`config.mk`:
```
export PLATFORM = sky130hd
export DESIGN_NAME = fib_producer_ctrl
export DESIGN_NICKNAME = d
export VERILOG_FILES = /design/src/rtl/fib_producer_ctrl.sv
export SDC_FILE = /design/constraint.sdc
export NUM_CORES = 1
export LEC_CHECK = 0
export BUFFER_PORTS_ARGS = -buffer_cell sky130_fd_sc_hd__buf_2
export CAP_MARGIN = 5
export CORE_ASPECT_RATIO = 1.1
export CORE_MARGIN = 4
export CORE_UTILIZATION = 35
export DETAILED_ROUTE_END_ITERATION = 7
export RECOVER_POWER = 50
export SKIP_LAST_GASP = 1
export SYNTH_ARGS = -nofsm -noshare
export SYNTH_HDL_FRONTEND = slang
export SYNTH_SLANG_ARGS = --single-unit
```
`constraint.sdc`:
```
create_clock -name clock_1 -period 3.2 [get_ports clock_1]
set_clock_uncertainty 0.15 [all_clocks]
set_input_delay 0.64 -clock clock_1 [delete_from_list [all_inputs] [get_ports clock_1]]
set_output_delay 0.64 -clock clock_1 [all_outputs]
set_load 0.05 [all_outputs]
```
`src/rtl/fib_producer_ctrl.sv`:
```
// fib_producer_ctrl: producer-side sequencer for the Fibonacci generator.
// It pulses the generator once per word, forwards words over a 4-phase req/ack handshake, and aborts on 16-bit wrap-around.
module fib_producer_ctrl #(
    parameter int SYNC_STAGES = 2
) (
    input  logic        clock_1,
    input  logic        reset,
    input  logic        start,
    input  logic [4:0]  burst_len,
    output logic        f_en,
    input  logic        f_valid,
    input  logic [15:0] f_out,
    output logic        req,
    output logic [15:0] data_out,
    input  logic        ack,
    output logic        busy,
    output logic        done,
    output logic        overflow
);
    localparam logic [2:0] IDLE   = 3'd0;
    localparam logic [2:0] GEN    = 3'd1;
    localparam logic [2:0] WAIT_V = 3'd2;
    localparam logic [2:0] REQ    = 3'd3;
    localparam logic [2:0] REL    = 3'd4;
    localparam logic [2:0] DONE   = 3'd5;

    logic [2:0]             state, nxt;
    logic [SYNC_STAGES-1:0] sync;
    logic                   ack_s;
    logic [5:0]             cnt, len, cnt_inc;
    logic [15:0]            prev;

    assign ack_s   = sync[SYNC_STAGES-1];
    assign cnt_inc = cnt + 6'd1;

    always_ff @(posedge clock_1 or posedge reset)
        if (reset) sync <= '0;
        else       sync <= {sync[SYNC_STAGES-2:0], ack};

    always_comb begin
        nxt = state;
        case (state)
            IDLE:    nxt = (start && !overflow) ? GEN : IDLE;
            GEN:     nxt = WAIT_V;
            WAIT_V:  nxt = !f_valid ? WAIT_V : (f_out < prev) ? DONE : REQ;
            REQ:     nxt = ack_s ? REL : REQ;
            REL:     nxt = ack_s ? REL : (cnt_inc == len) ? DONE : GEN;
            DONE:    nxt = IDLE;
            default: nxt = IDLE;
        endcase
    end

    // Outputs are registered from the next state so they line up with the state they belong to.
    always_ff @(posedge clock_1 or posedge reset) begin
        if (reset) begin
            state    <= IDLE;
            f_en     <= 1'b0;
            req      <= 1'b0;
            busy     <= 1'b0;
            done     <= 1'b0;
            overflow <= 1'b0;
            data_out <= '0;
            prev     <= '0;
            cnt      <= '0;
            len      <= '0;
        end else begin
            state <= nxt;
            f_en  <= nxt == GEN;
            req   <= nxt == REQ;
            done  <= nxt == DONE;
            busy  <= nxt != IDLE;
            if (state == IDLE && nxt == GEN) begin
                len <= (burst_len == 5'd0) ? 6'd32 : {1'b0, burst_len};
                cnt <= '0;
            end
            if (state == WAIT_V && f_valid) begin
                if (f_out < prev) overflow <= 1'b1;
                else begin
                    data_out <= f_out;
                    prev     <= f_out;
                end
            end
            if (state == REL && !ack_s) cnt <= cnt_inc;
        end
    end
endmodule

```
==> summary.md <==
| Metric | Value |
|---|---|
| Net Sw Frac | between 40 and 50% |
| Core Box Area | between 5000 and 6000 µm² |
| Final Hold Fails | 0 |
| Worst hold slack | about 0.21 ns |
| Initial drt markers | 38 |
| Pre-Repair DR Iteration Count | 4 |
| Clock Path Buffers | 2 |
| Syn Nets | approximately 230 |
| Failing checks | max-capacitance violations, max-slew violations |
| Total of max-cap violations | 1 |
| Final count of pins violating max slew | 39 |
| Syn Area/Cell | ~11 µm² |
| Post-cts resize count | 0 |
| DP Area | about 2400 µm² |
| CTS sink cnt | 38 |
| Overflow after GRT | 0 |
| Net count, final | around 280 |
| Highest Signal Layer | met4 |
| # rows | 28 |
| # Post-CTS Setup Buffers | 0 |
| Final Cycle Share | approximately 86% |
| Sequential share of the synthesized area | between 40% and 50% |
| Arr. time, crit path | 2.78 ns |
| Vias | roughly 1,500 |
| Crit end category | flip-flop |
| CTS tree | done |
| Final min period | ~2.7 ns |
| Pint | approximately 1500 µW |
| EDFF count, synth | 0 |
| Yosys warns | 0 |
| Critical Path RT | about 3.2 ns |
| Combinational share of power | approximately 49% |
| Met3 Wirelength | roughly 220 µm |
| Detail Route Antenna Nets | 0 |
| Clk pwr share | a little under a fifth |
| Primary FF master, synth | dfrtp_1 |
| CTS Hold Bufs | 0 |
| Die Area | a little over 7000 µm² |
| Peak supply drop | ~0.44 mV |
| Synth Register Bits | 38 |
| DRC viols | 0 |
| Worst-Skew Late Latency | roughly 0.29 ns |
| IO Count | 47 |
| Die height | between 80 and 90 µm |
| Leakage | around 0.0012 µW |
| Critical path type | input pin to flip-flop |
| HPWL after DPL | roughly 3.0 mm |
| Count of final setup violators | 0 |
| Final instance area | around 2500 µm² |
| Post-synth ARST share | 100% |
| Yosys cell types | 37 |
| Root Buffer | clkbuf_8 |
| CTS HTree Levels | 2 |
| Met2 wire length | around 1.7 mm |
| CP startpoint kind | input pin |
| Die Wd | between 80 and 90 µm |
| Largest net degree at the start of global routing | 39 |
| Met1 wire length | roughly 2 mm |
| Most frequent cells in the layout | dfrtp_1 (38), buf_2 (38), nand2_1 (24) |
| Setup TNS | 0 ns |
| Clock transition at path regs | around 0.08 ns |
| Post-layout utilization of the core | ~45% |
| TritonCTS Buffers | 5 |
| Via/cell ratio | ~4.7 |
| Outcome | finished, violations left |
| Area delta synth->final | 22.1% |
| Share of cells above drive strength 1 | between 20% and 30% |
| Power share of the sequential group | about a third |
| Global-route wire length before repair | 6.79 mm |
| Final GP Congestion | roughly 0.78 |
| Vias in the first global route | between 1,000 and 1,500 |
| Relative slew slack | -35.1% |
| Starting Density | 37.0% |
| Pwr/cell area | approximately 1100 nW/µm² |
| Unrepaired setup endpoints after global routing | no |
| Drt wl/cell | between 10 and 15 µm |
| Sw power | about 1200 µW |
| WL final | ~4.0 mm |
| Antenna cells | 0 |
| Worst hold path type | flip-flop to flip-flop |
| Port Buffers | 46 |
| GRT Util Overall | between 10% and 20% |
| Max Clk Rate | approximately 360 MHz |
| Worst slew pin tran | 2.03 ns |
| Crit-path max FO | 16 |
| Initial antenna violation count | 0 |
| Post-Synthesis Cells | 189 |
| Mapped Area | around 2000 µm² |
## registers in the layout, summed over array words and instances, names as in the netlist
| signal | count |
|---|---|
| data_out | 16 |
| cnt | 6 |
| len | 6 |
| state | 3 |
| sync | 2 |
| busy | 1 |
| done | 1 |
| f_en | 1 |
| overflow | 1 |
| req | 1 |
## layout make-up
type	count	area, µm²
sequential	38	951
inverter	18	67.6
clock inverter	2	60.1
tap	75	93.8
fill	574	3040
timing repair buffer	48	244
multi-input combinational	130	1000
clock buffer	6	82.6
## synth_stat cells (all sizes together) (3+ instances only)
master   n  share of area [%]
dfrtp   38                 46
nand2   24                4.4
inv     18                3.3
ha      16                9.8
mux2    16                 11
nand3   10                2.4
o21ai    9                2.2
nor2     7                2.1
xnor2    5                2.1
xor2     5                2.1
a21oi    4               0.98
nand2b   4                1.2
nand4    3               0.92
## power by group through the flow
stage	registers [µW]	logic [µW]	clock network, µW
2_1_floorplan	1240	635	0
3_3_place_gp	837	1310	0
3_5_place_dp	839	1330	0
4_1_cts	835	1330	526
5_1_grt	862	1440	541
6_report	836	1300	507
## final timing paths
kind	slack, ns	cells past startpoint	startpoint	end
max	0.45	9	f_out[7]	data_out[12]
min	0.21	0	sync[0]	sync[1]
max reg2reg	0.49	9	data_out[6]	data_out[12]
min reg2reg	0.21	0	sync[0]	sync[1]
max in group asynchronous	0.81	3	reset	cnt[1]
min in group asynchronous	0.91	3	reset	data_out[0]
## cell families (layout without fill, tap and decap cells)
group	count (synthesis)	in the layout	share of synthesized area, %
compound gates	23	23	7.09
xor+xnor	10	10	4.28
fa+ha+maj	16	16	9.79
buf+inv	21	74	4.65
flops	38	38	46.5
mux	16	16	10.6
simple gates	65	65	17.1
## critical path: stages
cell and delay [ns]:
buf_2 0.11, ha_1 0.32, nand3_1 0.08, or3_1 0.36, or4_1 0.44, and3_4 0.23, nor2_8 0.08, buf_12 0.17
mux2_2 0.34
## per-stage QoR
stage	std cells	setup slack, ns	power [µW]
2_1_floorplan	189	0.264	1880
3_3_place_gp	309	0.176	2150
3_5_place_dp	309	0.138	2170
4_1_cts	317	0.465	2690
5_1_grt	317	0.287	2840
6_report	317	0.452	2640
## metal layers
layer	track usage, %	up-vias
met3	2.88	7
met2	19.7	39
li1	-	761
met5	0	-
met4	7.53	0
met1	16.2	678
Power figures use the tool's default switching activity.
